File: config.mk
export PLATFORM = sky130hd
export DESIGN_NAME = muldiv_unit
export DESIGN_NICKNAME = d
export VERILOG_FILES = /design/src/rtl/muldiv_unit.sv
export SDC_FILE = /design/constraint.sdc
export NUM_CORES = 1
export LEC_CHECK = 0
export ABC_AREA = 1
export CORE_MARGIN = 1.5
export CORE_UTILIZATION = 25
export CTS_CLUSTER_SIZE = 20
export DETAILED_ROUTE_END_ITERATION = 7
export GPL_TIMING_DRIVEN = 0
export PLACE_DENSITY = 0.51
export SKIP_CTS_REPAIR_TIMING = 1
export SYNTH_ARGS = -nofsm -noshare
export SYNTH_HDL_FRONTEND = slang
export SYNTH_SLANG_ARGS = --single-unit
File: constraint.sdc
create_clock -name clk -period 3.2 [get_ports clk]
set_input_delay 0.32 -clock clk [delete_from_list [all_inputs] [get_ports clk]]
set_output_delay 0.32 -clock clk [all_outputs]
set_load 0.02 [all_outputs]
File: src/rtl/muldiv_unit.sv
// -----------------------------------------------------------------------------
// muldiv_unit
//   Iterative multiply/divide unit holding the architectural HI/LO registers.
//   MULT/MULTU use shift-add, DIV/DIVU use restoring division; both take one
//   bit per RUN cycle (WIDTH cycles), followed by a single FIX cycle that
//   applies sign correction and writes HI/LO. MTHI/MTLO write HI/LO directly
//   while the unit is idle.
//
//   Build option: define MULDIV_DIV_EN to include the divider. Without it a
//   DIV/DIVU start passes straight to FIX and leaves HI/LO untouched.
//
// Ports
//   clk    in   core clock, rising edge
//   rst_n  in   synchronous active-low reset
//   start  in   launch op (sampled in IDLE only)
//   op     in   00 MULT, 01 MULTU, 10 DIV, 11 DIVU
//   srca   in   multiplicand / dividend, also the MTHI/MTLO source
//   srcb   in   multiplier / divisor
//   mthi   in   write srca into HI
//   mtlo   in   write srca into LO
//   busy   out  operation in progress (RUN or FIX)
//   done   out  one-cycle pulse, HI/LO hold the new result
//   hi     out  HI register
//   lo     out  LO register
// -----------------------------------------------------------------------------
module muldiv_unit #(
  parameter int WIDTH = 32
) (
  input  logic             clk,
  input  logic             rst_n,
  input  logic             start,
  input  logic [1:0]       op,
  input  logic [WIDTH-1:0] srca,
  input  logic [WIDTH-1:0] srcb,
  input  logic             mthi,
  input  logic             mtlo,
  output logic             busy,
  output logic             done,
  output logic [WIDTH-1:0] hi,
  output logic [WIDTH-1:0] lo
);

  localparam int CW = (WIDTH > 1) ? $clog2(WIDTH) : 1;

  typedef enum logic [1:0] {S_IDLE, S_RUN, S_FIX} state_e;

  state_e             state_q, state_d;
  logic [CW-1:0]      cnt_q, cnt_d;
  logic               done_q, done_d;
  logic [WIDTH-1:0]   hi_q, hi_d, lo_q, lo_d;

  // Datapath working registers
  logic               div_q, div_d;
  logic               res_neg_q, res_neg_d;
  logic [WIDTH-1:0]   opb_q, opb_d;
  logic [2*WIDTH-1:0] acc_q, acc_d;

  // Operand magnitudes: op[0]==0 selects the signed flavour
  logic               signed_op;
  logic [WIDTH-1:0]   abs_a, abs_b;
  assign signed_op = ~op[0];
  assign abs_a     = (signed_op && srca[WIDTH-1]) ? -srca : srca;
  assign abs_b     = (signed_op && srcb[WIDTH-1]) ? -srcb : srcb;

  // Shift-add step: multiplier sits in acc low half and shifts out LSB first,
  // the product grows in from the top with the carry of the partial sum.
  logic [WIDTH:0]     mul_sum;
  logic [2*WIDTH-1:0] mul_next, prod_fix;
  assign mul_sum  = {1'b0, acc_q[2*WIDTH-1:WIDTH]} + {1'b0, (acc_q[0] ? opb_q : '0)};
  assign mul_next = {mul_sum, acc_q[WIDTH-1:1]};
  assign prod_fix = res_neg_q ? -acc_q : acc_q;

`ifdef MULDIV_DIV_EN
  // Restoring step: dividend shifts out of acc low half MSB first while the
  // quotient bits shift in at the LSB. The partial remainder is always below
  // the divisor, so WIDTH bits hold it; only the shifted trial value needs
  // WIDTH+1.
  logic               dvd_neg_q, dvd_neg_d;
  logic [WIDTH-1:0]   rem_q, rem_d;
  logic [WIDTH:0]     rem_shift;
  logic               q_bit;
  logic [WIDTH-1:0]   rem_next, quo_fix, rem_fix;
  assign rem_shift = {rem_q, acc_q[WIDTH-1]};
  assign q_bit     = (rem_shift >= {1'b0, opb_q});
  assign rem_next  = q_bit ? WIDTH'(rem_shift - {1'b0, opb_q}) : rem_shift[WIDTH-1:0];
  assign quo_fix   = res_neg_q ? -acc_q[WIDTH-1:0] : acc_q[WIDTH-1:0];
  // With a zero divisor every trial succeeds, so the remainder ends up equal
  // to the dividend magnitude and re-applying the dividend sign recovers srca.
  assign rem_fix   = dvd_neg_q ? -rem_q : rem_q;
`endif

  always_comb begin
    // NOTE: every variable gets its hold value first so no path through the
    // case leaves it unassigned, which would otherwise infer a latch.
    state_d   = state_q;
    cnt_d     = cnt_q;
    done_d    = 1'b0;
    hi_d      = hi_q;
    lo_d      = lo_q;
    div_d     = div_q;
    res_neg_d = res_neg_q;
    opb_d     = opb_q;
    acc_d     = acc_q;
`ifdef MULDIV_DIV_EN
    dvd_neg_d = dvd_neg_q;
    rem_d     = rem_q;
`endif
    unique case (state_q)
      S_IDLE: begin
        if (start) begin
          // start wins over a simultaneous MTHI/MTLO
          div_d     = op[1];
          res_neg_d = signed_op & (srca[WIDTH-1] ^ srcb[WIDTH-1]);
          opb_d     = abs_b;
          acc_d     = {{WIDTH{1'b0}}, abs_a};
          cnt_d     = '0;
          state_d   = S_RUN;
`ifdef MULDIV_DIV_EN
          dvd_neg_d = signed_op & srca[WIDTH-1];
          rem_d     = '0;
`else
          if (op[1]) state_d = S_FIX;
`endif
        end else begin
          if (mthi) hi_d = srca;
          if (mtlo) lo_d = srca;
        end
      end
      S_RUN: begin
        cnt_d = cnt_q + 1'b1;
`ifdef MULDIV_DIV_EN
        if (div_q) begin
          rem_d = rem_next;
          acc_d = {acc_q[2*WIDTH-1:WIDTH], acc_q[WIDTH-2:0], q_bit};
        end else begin
          acc_d = mul_next;
        end
`else
        acc_d = mul_next;
`endif
        if (cnt_q == CW'(WIDTH - 1)) begin
          cnt_d   = '0;
          state_d = S_FIX;
        end
      end
      S_FIX: begin
        state_d = S_IDLE;
        done_d  = 1'b1;
        if (!div_q) begin
          hi_d = prod_fix[2*WIDTH-1:WIDTH];
          lo_d = prod_fix[WIDTH-1:0];
        end
`ifdef MULDIV_DIV_EN
        else begin
          // Divide by zero: quotient is already all ones, skip its negation
          lo_d = (opb_q == '0) ? '1 : quo_fix;
          hi_d = rem_fix;
        end
`endif
      end
      default: state_d = S_IDLE;
    endcase
  end

  // NOTE: state uses non-blocking assignments so every register samples the
  // pre-edge values; the combinational block above uses blocking ones.
  always_ff @(posedge clk) begin
    if (!rst_n) begin
      state_q <= S_IDLE;
      cnt_q   <= '0;
      done_q  <= 1'b0;
      hi_q    <= '0;
      lo_q    <= '0;
    end else begin
      state_q <= state_d;
      cnt_q   <= cnt_d;
      done_q  <= done_d;
      hi_q    <= hi_d;
      lo_q    <= lo_d;
    end
  end

  // NOTE: the datapath registers are left without reset; they are always
  // loaded at start before being read, and an aborted result never reaches HI/LO.
  always_ff @(posedge clk) begin
    div_q     <= div_d;
    res_neg_q <= res_neg_d;
    opb_q     <= opb_d;
    acc_q     <= acc_d;
`ifdef MULDIV_DIV_EN
    dvd_neg_q <= dvd_neg_d;
    rem_q     <= rem_d;
`endif
  end

  assign busy = (state_q != S_IDLE);
  assign done = done_q;
  assign hi   = hi_q;
  assign lo   = lo_q;

endmodule

==> Yosys cells after proc, flatten, opt, wreduce, memory -nomap -nowiden <==
Index checks and enable logic that the tools add are counted.
{ "classes": {"n_addsub": 5, "n_eq_ne": 9, "mux": 22, "bitwise_logic": 3, "n_reduce_logical": 11} }
{ "op_table": {"columns": ["op", "n"], "rows": [
  ["$mux W32", 9],
  ["$mux W64", 2],
  ["$pmux W32 S2", 2],
  ["$pmux W64 S2", 1],
  ["$neg A32 Y32", 2],
  ["$neg A64 Y64", 1],
  ["$add A32 B32 Y33", 1],
  ["$ne A2 B2 Y1 const B", 6],
  ["$mux W5", 2],
  ["$pmux W5 S2", 1],
  ["$reduce_and A4 Y1", 2],
  ["$mux W2", 3],
  ["$reduce_and A2 Y1", 3],
  ["$reduce_bool A2 Y1", 3],
  ["$add A5 B1 Y5 const B", 1],
  ["$eq A5 B5 Y1 const B", 1],
  ["$pmux W2 S2", 1],
  ["$eq A2 B1 Y1 const B", 1],
  ["$eq A2 B2 Y1 const B", 1],
  ["$logic_and A1 B1 Y1", 2],
  ["$logic_not A2 Y1", 1],
  ["$and A1 B1 Y1", 1],
  ["$mux W1", 1],
  ["$not A1 Y1", 1],
  ["$xor A1 B1 Y1", 1]
]} }
{ "word_totals": {"register_bits": 170, "input_bits": 71, "out_inout_bits": 66, "word_cells": 59} }

==> Logic depth before layout (Yosys ltp) <==
{ "logic_depth": {"ltp_word": 5, "ltp_mapped": 17, "ltp_nobuf": 15} }

==> Least setup slack after synthesis <==
OpenSTA, ideal clock, no wires.
{ "synth_path": {"kind": "register to register", "startpoint": "register state_q[0]", "endpoint": "register cnt_q[2]", "setup_ns": 0.115, "t_arrival_ns": 2.464, "required_time_ns": 3.085, "slack_ns": 0.621, "path_stages_with_launch": 9, "path_buffers": 0, "synth_period_minus_slack_ns": 2.579, "path_cell_list": "dfxtp_1 -> inv_1 -> nor2_2 -> nor2_2 -> inv_1 -> nand2_1 -> nand2_1 -> a21oi_1 -> o21a_1"} }
{ "synth_between": {"elab_chain_cells": 3, "elab_cells_between_ends": 6, "classes_between": "2 x eq/ne; 1 x mux; 3 x reduce/logical"} }
{ "synth_lines": {"columns": ["element", "line_no", "text"], "rows": [
  ["start: declaration", "47", "state_e state_q, state_d;"],
  ["start signal: assignment", "175", "state_q <= state_d;"],
  ["$eq A2 B1 Y1 / $logic_not A2 Y1 (equally long branches)", "108", "unique case (state_q)"],
  ["$reduce_bool A2 Y1 (no source line) / $ne A2 B2 Y1 (equally long branches)", null, null],
  ["$reduce_and A2 Y1 (no source line)", null, null],
  ["end signal: assignment", "176", "cnt_q <= cnt_d;"],
  ["end: declaration", "48", "logic [CW-1:0] cnt_q, cnt_d;"]
]} }
Parallel ways exist; a longest one is shown, timed or not.
A chain may end at the register's enable or synchronous reset.

==> Final worst setup path <==
{ "layout_path": {"startpoint": "register acc_q[0]", "endpoint": "register acc_q[53] (data pin)"} }
{ "layout_between": {"elab_chain_cells": 3} }
{ "layout_lines": {"columns": ["element", "line_no", "text"], "rows": [
  ["start: declaration", "56", "logic [2*WIDTH-1:0] acc_q, acc_d;"],
  ["start signal: assignment", "189", "acc_q <= acc_d;"],
  ["$mux W32", "69", "assign mul_sum = {1'b0, acc_q[2*WIDTH-1:WIDTH]} + {1'b0, (acc_q[0] ? opb_q : '0)};"],
  ["$add A32 B32 Y33", "69", null],
  ["$pmux W64 S2", "108", null]
]} }
No other way between the ends.

==> impl_metrics.tcl <==
set metrics [dict create \
    core_area_sq_um 50380 \
    clk-insertion-delay-late_ps 500 \
    areaGrowthSynthToFinish_pct 22.06 \
    route.detailed.drc 0 \
    synth-compound-area-share_pct 15.37 \
    cap_violations 0 \
    grt_pass1_wl_mm 79.63 \
    setup_ws_ps 259.3 \
    ys_warn_count 0 \
    cts_tree "done" \
    worstMarginPinSlew_ps 1055 \
    slew_viol_final 0 \
    gr-total-overflow 0 \
    maxSlewHeadroom_pct 29.66 \
    synth_mux_area_share_pct 0 \
    ir_drop_v 0.0004369 \
    fin_nets 2199 \
    dp_hpwl_mm 44.09 \
    grt_antenna_before_repair 0 \
    ys_seq_area_share_pct 34.27 \
    yosys.area_share.adder_pct 3.775 \
    synthXorXnorAreaFrac_pct 3.013 \
    synthCells 1934 \
    crit_type "reg2reg" \
    io_pins 137 \
    num_vias 13580 \
    finalInstanceArea_sq_um 15610 \
    regArea_sq_um 4384 \
    final_antenna_net_count 0 \
    rsz0062_at_grt "false" \
    cts_buffers 17 \
    hold_viol 0 \
    routed_via_density 4.891 \
    syn-cell-area_sq_um 12790 \
    report.power.total_mw 7.123 \
    h-tree-depth 4 \
    portBuffers 135 \
    finalClockSkew_ps 11.39 \
    synth_top_cell_area_share_pct 23.00 \
    synth_cell_type_count 47 \
    worst_ep_arrival_time_ps 3200 \
    dr.pass1.iters 5 \
    utilization_pct 30.99 \
    grt_max_degree 36 \
    yosys.area_share.simple_pct 35.63 \
    post-place-ws_ps -186.6 \
    crit_required_ps 3460 \
    synthTopCellsByArea "edfxtp_1 (23%), nand2_1 (13%), dfxtp_1 (11%)" \
    cts_sinks 170 \
    fmax_mhz 340.1 \
    final_layout_size_suffix_gt1_share_pct 6.372 \
    final.min_clock_period_ps 2941 \
    syn_nets 2043 \
    cts_root_buf "clkbuf_16" \
    grt_use_total_pct 20.39 \
    cp-start-kind "flip-flop" \
    syn_avg_cell_area_sq_um 6.614 \
    routed_wl_mm 53.35 \
    dr.first_iter.drc_count 1029 \
    cp_max_fo 11 \
    synth_top_family_by_area "simple AND/OR/NAND/NOR gates" \
    grt_pass1_vias 13100 \
    min_period_over_period_pct 91.90 \
    die_area_sq_um 52530 \
    finalSetupViolations 0 \
    power_leakage_nw 6.390 \
    clk_pin_slew_worst_paths_ps 70 \
    filler_cell_count 5569 \
    yosysTopAreaCell "edfxtp_1" \
    crit_path_end_kind "flip-flop" \
    die_y_microns 229.2 \
    multi_input_comb_area_sq_um 7400 \
    routedWlPerCell_microns 19.22 \
    hold_slack_ps 218.1 \
    start_util_pct 25.39 \
    die_w_microns 229.2 \
    regToRegSetupSlack_ps 260 \
    clock_path_buffers 2 \
    status "complete, no violations" \
    ys_ff_latch 170 \
    min_path_type "in2reg" \
    power_density_nw_per_um2 456.2 \
    placed_area_sq_um 15030 \
    std_cell_rows 82 \
    routabilityCongestion 0.9885 \
]
[path summary, 6_finish.rpt]
path,from,to,cells past startpoint
setup / recovery,acc_q[0]$_DFFE_PP_,acc_q[53]$_SDFFCE_PN0P_,16
setup reg to reg,acc_q[0]$_DFFE_PP_,acc_q[53]$_SDFFCE_PN0P_,16
hold reg to reg,cnt_q[4]$_SDFFE_PN0P_,cnt_q[4]$_SDFFE_PN0P_,2
hold / removal,rst_n,lo[10]$_SDFFE_PN0P_,3
[sequential cells by signal, indices dropped and copies added, names as in the netlist]
name,flops
lo,32
opb_q,32
acc_q,64
done,1
cnt_q,5
hi,32
div_q,1
state_q,2
res_neg_q,1
[layout make-up]
class | instances | area share [%]
Sequential cell | 170 | 28.08
Buffer | 59 | 1.747
Tap cell | 672 | 5.385
Inverter | 199 | 4.800
Multi-Input combinational cell | 1506 | 47.39
Timing Repair Buffer | 137 | 8.911
Clock buffer | 22 | 3.173
Clock inverter | 10 | 0.4968
Antenna cell | 1 | 0.01603
[synthesized netlist by cell type, drive strengths merged]
library cell / instances
or2: 18
fa: 1
nor2: 339
ha: 37
a41oi: 1
nand3: 169
dfxtp: 72
o31ai: 2
nor3: 27
o21ai: 178
nor4: 5
o21a: 10
o21bai: 5
and2: 3
clkbuf: 31
a31oi: 3
xnor2: 6
o22ai: 1
nor3b: 2
nand4: 14
a21o: 1
buf: 28
a21oi: 158
nand2b: 1
xor2: 38
inv: 199
nand3b: 13
o211ai: 4
nand2: 470
edfxtp: 98
[metal layers]
metal  part of all wire (%)  vias to the layer above  track usage (%)  wire [microns]
met5                      0                        -                0               0
met4                    3.5                        0            8.141            1861
met3                    5.5                       82            3.449            2935
met2                     47                      450            34.77           25320
met1                     44                     6325            25.46           23230
li1                       -                     6720                -               -
[worst max-delay path: stages, from the launching register on]
cell and delay [ps]:
edfxtp_1 350, clkbuf_4 230, buf_2 230, nand2_1 90
inv_1 60, ha_1 200, fa_1 380, nand2_1 100
nand2_1 70, o21ai_0 190, o21ai_2 150, nand3_1 100
nand2_1 150, nand2_1 110, nand2_1 100, nor2_1 110
nor2_1 50
[cell families after synthesis]
kind of cell / count (synthesis)
AO/OA/AOI/OAI: 363
flip-flops: 170
adder cells (fa/ha/maj): 38
XOR/XNOR: 44
buffers and inverters: 258
AND/OR/NAND/NOR: 1061
[power by group]
group / leakage (nW) / switching (mW) / total (mW) / internal (mW)
clock network: 0.291 / 0.987 / 2.10 / 1.11
registers: 1.57 / 0.224 / 2.82 / 2.60
logic: 4.53 / 1.47 / 2.20 / 0.735
[metrics by stage]
step                      cells  setup TNS (ps)
after global routing       2775               0
final                      2776               0
after global placement     2741          -48460
after detailed placement   2743          -361.5
after floorplan            1934               0
after CTS                  2775          -423.8
[placed cells by master, fill, tap and decap left out, types with 5 or more instances in the layout]
cell	n
o21ai_0	161
o21ai_1	6
xor2_1	38
nor3_1	25
dfxtp_1	72
clkbuf_16	18
nor4_1	5
nand4_1	14
nand2_2	10
inv_2	8
or2_2	9
edfxtp_1	98
nor2_4	5
o21a_1	10
nand3b_1	13
nor2_2	20
nand3_1	164
clkbuf_1	30
inv_1	190
buf_2	19
ha_1	37
nor2_1	313
nand3_2	5
o21ai_2	6
xnor2_1	6
a21oi_1	158
o21bai_1	5
nand2_1	458
o21ai_4	5
or2_1	8
clkdlybuf4s50_1	135
No activity file was read; power rests on OpenSTA's default activity.
